### src/rtl/drp_port_arbiter_if.sv
// Requester-side and DRP-side signal bundle for drp_port_arbiter.
// The slave modport is the arbiter; master is the environment (requesters plus the DRP itself).
interface drp_port_arbiter_if #(
    parameter int unsigned N_REQ     = 2,
    parameter int unsigned D_ADDRESS = 7,
    parameter int unsigned D_IN      = 16,
    parameter int unsigned D_O       = 16
);
    logic [N_REQ-1:0]           req;
    logic [N_REQ-1:0]           we;
    logic [N_REQ-1:0]           lock;
    logic [N_REQ*D_ADDRESS-1:0] addr;
    logic [N_REQ*D_IN-1:0]      wdata;
    logic [N_REQ-1:0]           gnt;
    logic [N_REQ-1:0]           ack;
    logic                       err;
    logic [D_O-1:0]             rdata;
    logic                       busy;
    logic                       drp_den;
    logic                       drp_dwe;
    logic [D_ADDRESS-1:0]       drp_daddr;
    logic [D_IN-1:0]            drp_di;
    logic [D_O-1:0]             drp_do;
    logic                       drp_drdy;

    modport master (
        output req, we, lock, addr, wdata, drp_do, drp_drdy,
        input  gnt, ack, err, rdata, busy, drp_den, drp_dwe, drp_daddr, drp_di
    );

    modport slave (
        input  req, we, lock, addr, wdata, drp_do, drp_drdy,
        output gnt, ack, err, rdata, busy, drp_den, drp_dwe, drp_daddr, drp_di
    );
endinterface

### src/rtl/drp_port_arbiter.sv
// Round-robin arbiter sharing one DCM DRP among N_REQ requesters, one read or write at a time,
// with a drdy timeout and an optional lock that keeps the port for an atomic read-modify-write.
module drp_port_arbiter #(
    parameter int unsigned N_REQ     = 2,
    parameter int unsigned D_ADDRESS = 7,
    parameter int unsigned D_IN      = 16,
    parameter int unsigned D_O       = 16,
    parameter int unsigned TIMEOUT   = 64
) (
    input logic               dclk_in,
    input logic               reset_n,
    drp_port_arbiter_if.slave bus
);
    localparam int unsigned PW = (N_REQ > 1) ? $clog2(N_REQ) : 1;
    localparam int unsigned CW = $clog2(TIMEOUT);

    localparam logic [1:0] StIdle  = 2'd0;
    localparam logic [1:0] StIssue = 2'd1;
    localparam logic [1:0] StWait  = 2'd2;
    localparam logic [1:0] StDone  = 2'd3;

    logic [1:0]           state_q, state_d;
    logic [PW-1:0]        owner_q, owner_d;
    logic [PW-1:0]        rr_ptr_q, rr_ptr_d;
    logic                 locked_q, locked_d;
    logic [CW-1:0]        cnt_q, cnt_d;
    logic                 we_q, we_d;
    logic [N_REQ-1:0]     gnt_q, gnt_d;
    logic [N_REQ-1:0]     ack_q, ack_d;
    logic                 err_q, err_d;
    logic [D_O-1:0]       rdata_q, rdata_d;
    logic                 busy_q, busy_d;
    logic                 den_q, den_d;
    logic                 dwe_q, dwe_d;
    logic [D_ADDRESS-1:0] daddr_q, daddr_d;
    logic [D_IN-1:0]      di_q, di_d;

    logic [PW-1:0] pick;
    logic          pick_valid;
    logic [PW-1:0] grant_idx;
    logic          grant_go;
    logic          clear_lock;
    int unsigned   idx;

    // First requester at or after rr_ptr, with wrap-around.
    always_comb begin
        pick       = rr_ptr_q;
        pick_valid = 1'b0;
        idx        = 0;
        for (int unsigned k = 0; k < N_REQ; k++) begin
            idx = 32'(rr_ptr_q) + k;
            if (idx >= N_REQ) begin
                idx = idx - N_REQ;
            end
            if (!pick_valid && bus.req[idx[PW-1:0]]) begin
                pick       = idx[PW-1:0];
                pick_valid = 1'b1;
            end
        end
    end

    // A locked owner pre-empts arbitration; a released lock falls through to round-robin.
    always_comb begin
        grant_go   = 1'b0;
        grant_idx  = pick;
        clear_lock = 1'b0;
        if (locked_q) begin
            if (bus.req[owner_q]) begin
                grant_go  = 1'b1;
                grant_idx = owner_q;
            end else if (!bus.lock[owner_q]) begin
                clear_lock = 1'b1;
                grant_go   = pick_valid;
            end
        end else begin
            grant_go = pick_valid;
        end
    end

    always_comb begin
        state_d  = state_q;
        owner_d  = owner_q;
        rr_ptr_d = rr_ptr_q;
        locked_d = locked_q;
        cnt_d    = cnt_q;
        we_d     = we_q;
        gnt_d    = gnt_q;
        ack_d    = '0;
        err_d    = err_q;
        rdata_d  = rdata_q;
        den_d    = den_q;
        dwe_d    = dwe_q;
        daddr_d  = daddr_q;
        di_d     = di_q;
        case (state_q)
            StIdle: begin
                if (clear_lock) begin
                    locked_d = 1'b0;
                    gnt_d    = '0;
                end
                if (grant_go) begin
                    owner_d            = grant_idx;
                    gnt_d              = '0;
                    gnt_d[grant_idx]   = 1'b1;
                    daddr_d            = bus.addr[grant_idx*D_ADDRESS +: D_ADDRESS];
                    di_d               = bus.wdata[grant_idx*D_IN +: D_IN];
                    dwe_d              = bus.we[grant_idx];
                    we_d               = bus.we[grant_idx];
                    den_d              = 1'b1;
                    cnt_d              = '0;
                    state_d            = StIssue;
                end
            end
            StIssue: begin
                den_d   = 1'b0;
                dwe_d   = 1'b0;
                state_d = StWait;
            end
            StWait: begin
                cnt_d = cnt_q + 1'b1;
                // drdy takes priority over a timeout landing on the same cycle.
                if (bus.drp_drdy) begin
                    if (!we_q) begin
                        rdata_d = bus.drp_do;
                    end
                    err_d          = 1'b0;
                    ack_d[owner_q] = 1'b1;
                    state_d        = StDone;
                end else if (cnt_q == CW'(TIMEOUT - 2)) begin
                    err_d          = 1'b1;
                    ack_d[owner_q] = 1'b1;
                    state_d        = StDone;
                end
            end
            StDone: begin
                err_d    = 1'b0;
                rr_ptr_d = (owner_q == PW'(N_REQ - 1)) ? '0 : owner_q + 1'b1;
                locked_d = bus.lock[owner_q];
                if (!bus.lock[owner_q]) begin
                    gnt_d = '0;
                end
                state_d = StIdle;
            end
            default: begin
                state_d = StIdle;
            end
        endcase
        busy_d = (state_d != StIdle);
    end

    always_ff @(posedge dclk_in or negedge reset_n) begin
        if (!reset_n) begin
            state_q  <= StIdle;
            owner_q  <= '0;
            rr_ptr_q <= '0;
            locked_q <= 1'b0;
            cnt_q    <= '0;
            we_q     <= 1'b0;
            gnt_q    <= '0;
            ack_q    <= '0;
            err_q    <= 1'b0;
            rdata_q  <= '0;
            busy_q   <= 1'b0;
            den_q    <= 1'b0;
            dwe_q    <= 1'b0;
            daddr_q  <= '0;
            di_q     <= '0;
        end else begin
            state_q  <= state_d;
            owner_q  <= owner_d;
            rr_ptr_q <= rr_ptr_d;
            locked_q <= locked_d;
            cnt_q    <= cnt_d;
            we_q     <= we_d;
            gnt_q    <= gnt_d;
            ack_q    <= ack_d;
            err_q    <= err_d;
            rdata_q  <= rdata_d;
            busy_q   <= busy_d;
            den_q    <= den_d;
            dwe_q    <= dwe_d;
            daddr_q  <= daddr_d;
            di_q     <= di_d;
        end
    end

    assign bus.gnt       = gnt_q;
    assign bus.ack       = ack_q;
    assign bus.err       = err_q;
    assign bus.rdata     = rdata_q;
    assign bus.busy      = busy_q;
    assign bus.drp_den   = den_q;
    assign bus.drp_dwe   = dwe_q;
    assign bus.drp_daddr = daddr_q;
    assign bus.drp_di    = di_q;
endmodule
### src/flat_wrapper.sv
// flat-port wrapper written by rule: the top's interface ports become plain ports
module drp_port_arbiter_flat 
#(
    parameter int unsigned N_REQ     = 2,
    parameter int unsigned D_ADDRESS = 7,
    parameter int unsigned D_IN      = 16,
    parameter int unsigned D_O       = 16,
    parameter int unsigned TIMEOUT   = 64
)
  (dclk_in, reset_n, bus_req, bus_we, bus_lock, bus_addr, bus_wdata, bus_drp_do, bus_drp_drdy, bus_gnt, bus_ack, bus_err, bus_rdata, bus_busy, bus_drp_den, bus_drp_dwe, bus_drp_daddr, bus_drp_di);
  drp_port_arbiter_if #(.N_REQ(N_REQ), .D_ADDRESS(D_ADDRESS), .D_IN(D_IN), .D_O(D_O)) bus_i ();
  input logic dclk_in;
  input logic reset_n;
  input wire logic [$bits(bus_i.req)-1:0] bus_req;
  input wire logic [$bits(bus_i.we)-1:0] bus_we;
  input wire logic [$bits(bus_i.lock)-1:0] bus_lock;
  input wire logic [$bits(bus_i.addr)-1:0] bus_addr;
  input wire logic [$bits(bus_i.wdata)-1:0] bus_wdata;
  input wire logic [$bits(bus_i.drp_do)-1:0] bus_drp_do;
  input wire logic [$bits(bus_i.drp_drdy)-1:0] bus_drp_drdy;
  output wire logic [$bits(bus_i.gnt)-1:0] bus_gnt;
  output wire logic [$bits(bus_i.ack)-1:0] bus_ack;
  output wire logic [$bits(bus_i.err)-1:0] bus_err;
  output wire logic [$bits(bus_i.rdata)-1:0] bus_rdata;
  output wire logic [$bits(bus_i.busy)-1:0] bus_busy;
  output wire logic [$bits(bus_i.drp_den)-1:0] bus_drp_den;
  output wire logic [$bits(bus_i.drp_dwe)-1:0] bus_drp_dwe;
  output wire logic [$bits(bus_i.drp_daddr)-1:0] bus_drp_daddr;
  output wire logic [$bits(bus_i.drp_di)-1:0] bus_drp_di;
  assign bus_i.req = bus_req;
  assign bus_i.we = bus_we;
  assign bus_i.lock = bus_lock;
  assign bus_i.addr = bus_addr;
  assign bus_i.wdata = bus_wdata;
  assign bus_i.drp_do = bus_drp_do;
  assign bus_i.drp_drdy = bus_drp_drdy;
  assign bus_gnt = bus_i.gnt;
  assign bus_ack = bus_i.ack;
  assign bus_err = bus_i.err;
  assign bus_rdata = bus_i.rdata;
  assign bus_busy = bus_i.busy;
  assign bus_drp_den = bus_i.drp_den;
  assign bus_drp_dwe = bus_i.drp_dwe;
  assign bus_drp_daddr = bus_i.drp_daddr;
  assign bus_drp_di = bus_i.drp_di;
  drp_port_arbiter #(.N_REQ(N_REQ), .D_ADDRESS(D_ADDRESS), .D_IN(D_IN), .D_O(D_O), .TIMEOUT(TIMEOUT)) u_core (.dclk_in(dclk_in), .reset_n(reset_n), .bus(bus_i));
endmodule
### config.mk
export PLATFORM = sky130hd
export DESIGN_NAME = drp_port_arbiter_flat
export DESIGN_NICKNAME = d
export VERILOG_FILES = /design/src/rtl/drp_port_arbiter_if.sv /design/src/rtl/drp_port_arbiter.sv /design/src/flat_wrapper.sv
export SDC_FILE = /design/constraint.sdc
export NUM_CORES = 1
export LEC_CHECK = 0
export BUFFER_PORTS_ARGS = -buffer_cell sky130_fd_sc_hd__buf_4
export CAP_MARGIN = 20
export CORE_UTILIZATION = 31
export DETAILED_ROUTE_END_ITERATION = 16
export GPL_TIMING_DRIVEN = 0
export SYNTH_ARGS = -nofsm -noshare
export SYNTH_HDL_FRONTEND = slang
export SYNTH_SLANG_ARGS = --single-unit
### constraint.sdc
create_clock -name dclk_in -period 1.9 [get_ports dclk_in]
set_input_delay 0.095 -clock dclk_in [delete_from_list [all_inputs] [get_ports dclk_in]]
set_output_delay 0.095 -clock dclk_in [all_outputs]
set_load 0.02 [all_outputs]
==> flow_metrics.tcl <==
set metrics [dict create \
    hold_path_end "u_core.bus.drp_daddr[2]" \
    synth_compound_area_share_pct 11.49 \
    ir_drop_v 0.0006529 \
    yosysTopAreaCell "dfrtp_1" \
    hold_path.class "primary input to register" \
    start_kind "register" \
    pwr-share-clk_pct 16.9 \
    wl_per_cell_um 14.31 \
    core_area_mm2 0.008763 \
    cpMaxStageDelayCell "dfrtp_1" \
    leakage_nw 2.112 \
    wirelength_mm 7.371 \
    postSynthAreaPerCell_um2 11.33 \
    setup_viol 0 \
    cp-end-kind "register" \
    critical_path_required_ns 2.13 \
    max_stage_delay_ns 0.43 \
    postPlaceCellArea_mm2 0.003845 \
    worst-path-max-fanout 10 \
    period_share_pct 92.08 \
    synth_edf_count 0 \
    syn-num-nets 328 \
    worst_slew_pin_slew_ns 0.7569 \
    p_sw_w 0.002847 \
    fin_ws_ns 0.1505 \
    hold_path_depth 3 \
    synthTopCellsByCount "dfrtp_1, nand2_1, mux2i_1, o21ai_1, mux2_1" \
    p_seq_share_pct 32.3 \
    vias 2471 \
    viasPerCell 4.798 \
    yosys.area_share.simple_pct 13.04 \
    netlist_area_mm2 0.002831 \
    cts_max_level 3 \
    clockRootBuffer "clkbuf_8" \
    hold_viol_final 0 \
    ys_seq_area_share_pct 52.14 \
    die-area_mm2 0.009520 \
    dp_hpwl_mm 5.213 \
    drv_slew 0 \
    gr-usage-met2_pct 25.87 \
    cp_cell_sequence "inv_1, ha_1, nand3b_1, clkbuf_4, mux2_1" \
    synth.area.mux_share_pct 16.31 \
    antenna_cells 0 \
    clk_path_buf_depth 2 \
    clk_pin_slew_ns 0.07 \
    drive_above_1_share_pct 40.29 \
    initial_core_util_pct 32.31 \
    fin_nets 480 \
    synth_cells 250 \
    power_density_mw_per_mm2 1619 \
    r2r_end "u_core.bus.rdata[8]" \
    synth_top_family_by_area "multiplexers" \
    synth_cell_types 42 \
    pre_cts_slack_ns 0.003899 \
    grt_start_max_net_pins 60 \
    drt_iter0_markers 72 \
    fin_setup_tns_ns 0 \
    min_from "bus_addr[9]" \
    drc 0 \
    cts.sinks 59 \
    gp_congestion 0.7551 \
    grt_use_met1_pct 20.72 \
    path_buf_inv 2 \
    r2r_cells 5 \
    clkLatencyLatePin_ns 0.34 \
    synthAdderAreaFrac_pct 3.093 \
    io_pins 118 \
    die_h_um 97.57 \
    grt_pass1_vias 2547 \
    ant_nets 0 \
    yosys_warnings 0 \
    slew_headroom_pct 49.54 \
    path_class "register to register" \
    grt_use_total_pct 16.43 \
    synth_area_leaders "dfrtp_1, mux2i_1, mux2_1" \
    yosys.area.top_type_share_pct 52.14 \
    fp.dieW_um 97.57 \
    ys_ff_latch 59 \
    fin_crit_ns 1.750 \
    io_buffers 117 \
    netSwitchingFraction_pct 40.85 \
    top_usage_layer "met2" \
    drv_cap 0 \
    critical_path.top_delay_family "flip-flops" \
    cts_buffers 9 \
    syn_to_final_growth_pct 52.01 \
    arrival_ns 1.98 \
    reg2reg_from "u_core.state_q[0]" \
    synth.most_common_cell "dfrtp_1" \
    grt_pass1_wl_mm 12.34 \
    overflow 0 \
    firstDrtPassIters 4 \
    internal-power_w 0.004123 \
    nFillCells 830 \
    use_met3_pct 4.892 \
    clock-skew-final_ns 0.01140 \
    status "completed" \
    clock.fmax_ghz 0.5716 \
    tritoncts "yes" \
    row_count 34 \
    synth-xor-area-share_pct 0 \
    antenna_found_initial 0 \
    r2r_setup_slack_ns 0.15 \
    p_comb_share_pct 50.9 \
    final_area_mm2 0.004304 \
    async_flop_share_pct 100.0 \
    rsz0062_at_grt "no" \
    synthFlopType "dfrtp_1" \
]
[flip-flops by register name, summed over array words and instances, names as in the netlist]
name / count
u_core.bus.drp_den: 1
u_core.bus.rdata: 16
u_core.owner_q: 1
u_core.rr_ptr_q: 1
u_core.state_q: 2
u_core.bus.drp_dwe: 1
u_core.bus.drp_di: 16
u_core.bus.err: 1
u_core.bus.ack: 2
u_core.cnt_q: 6
u_core.we_q: 1
u_core.locked_q: 1
u_core.bus.busy: 1
u_core.bus.drp_daddr: 7
u_core.bus.gnt: 2
[worst max path at each step]
| stage | cells after the start | startpoint | to | slack [ns] |
|---|---|---|---|---|
| floorplan | 5 | u_core.state_q[0] | u_core.bus.rdata[10] | 0.30 |
| global placement | 7 | u_core.state_q[0] | u_core.cnt_q[4] | 0.04 |
| detailed placement | 7 | u_core.state_q[0] | u_core.cnt_q[4] | 0.004 |
| CTS | 7 | u_core.state_q[0] | u_core.cnt_q[5] | 0.02 |
| global route | 7 | u_core.state_q[0] | u_core.cnt_q[5] | 0.03 |
| finish | 5 | u_core.state_q[0] | u_core.bus.rdata[8] | 0.15 |
[stage by stage]
| step | utilization [%] | power, W | hold slack [ns] | cells |
|---|---|---|---|---|
| after global placement | 43.87 | 0.005607 | 0.2214 | 475 |
| after floorplan | - | 0.004314 | -0.2006 | 250 |
| after CTS | 48.13 | 0.006931 | 0.0002449 | 508 |
| final | 49.11 | 0.006970 | 0.01449 | 515 |
| after global routing | 49.11 | 0.007500 | 0.02537 | 515 |
| after detailed placement | 43.87 | 0.005699 | 0.2167 | 475 |
[layout by cell type (no fill, tap or decap), types with 8 or more instances in the layout]
| master | count |
|---|---|
| clkbuf_8 | 10 |
| nand2_1 | 36 |
| buf_4 | 125 |
| inv_1 | 8 |
| dfrtp_1 | 59 |
| mux2i_1 | 27 |
| o21ai_1 | 27 |
| mux2_1 | 14 |
| dlygate4sd3_1 | 17 |
[layer usage]
layer  wire, um  vias up
li1           -     1198
met1       3270     1177
met2       3494       86
met3        478       10
met4        127        0
met5          0        -
[logic make-up after synthesis]
group           Yosys count
simple gates             69
flops                    59
compound gates           50
mux                      44
buf+inv                  21
fa+ha+maj                 7
[repair_timing]
action	CTS	global route
gates resized for setup	1	12
setup endpoints to repair	2	44
pin swaps	0	2
endpoints found under the hold margin	75	0
buffers inserted	0	7
hold buffers	17	0
[cell type report]
| type | instances | area (um2) | area share [%] |
|---|---|---|---|
| plain buffers | 13 | 93.84 | 2.180 |
| clock buffers | 10 | 137.6 | 3.198 |
| clock inverters | 6 | 63.81 | 1.483 |
| inverters | 8 | 30.03 | 0.6977 |
| multi-input cells | 170 | 1266 | 29.42 |
| flip-flops and latches | 59 | 1476 | 34.30 |
| well taps | 108 | 135.1 | 3.140 |
| repair buffers | 141 | 1101 | 25.58 |
[power by group through the flow]
stage	Sequential [W]	Combinational [W]	Clock (W)
floorplan	0.00278	0.00154	0
global placement	0.00223	0.00338	0
detailed placement	0.00226	0.00344	0
CTS	0.00225	0.00347	0.00122
global route	0.00235	0.00389	0.00127
finish	0.00225	0.00355	0.00118
[tightest hold or removal path, stage by stage]
cell and delay, ns:
buf_4 0.08, mux2i_1 0.05, o21ai_1 0.10
Note: power is estimated with default switching activity, not from simulation.
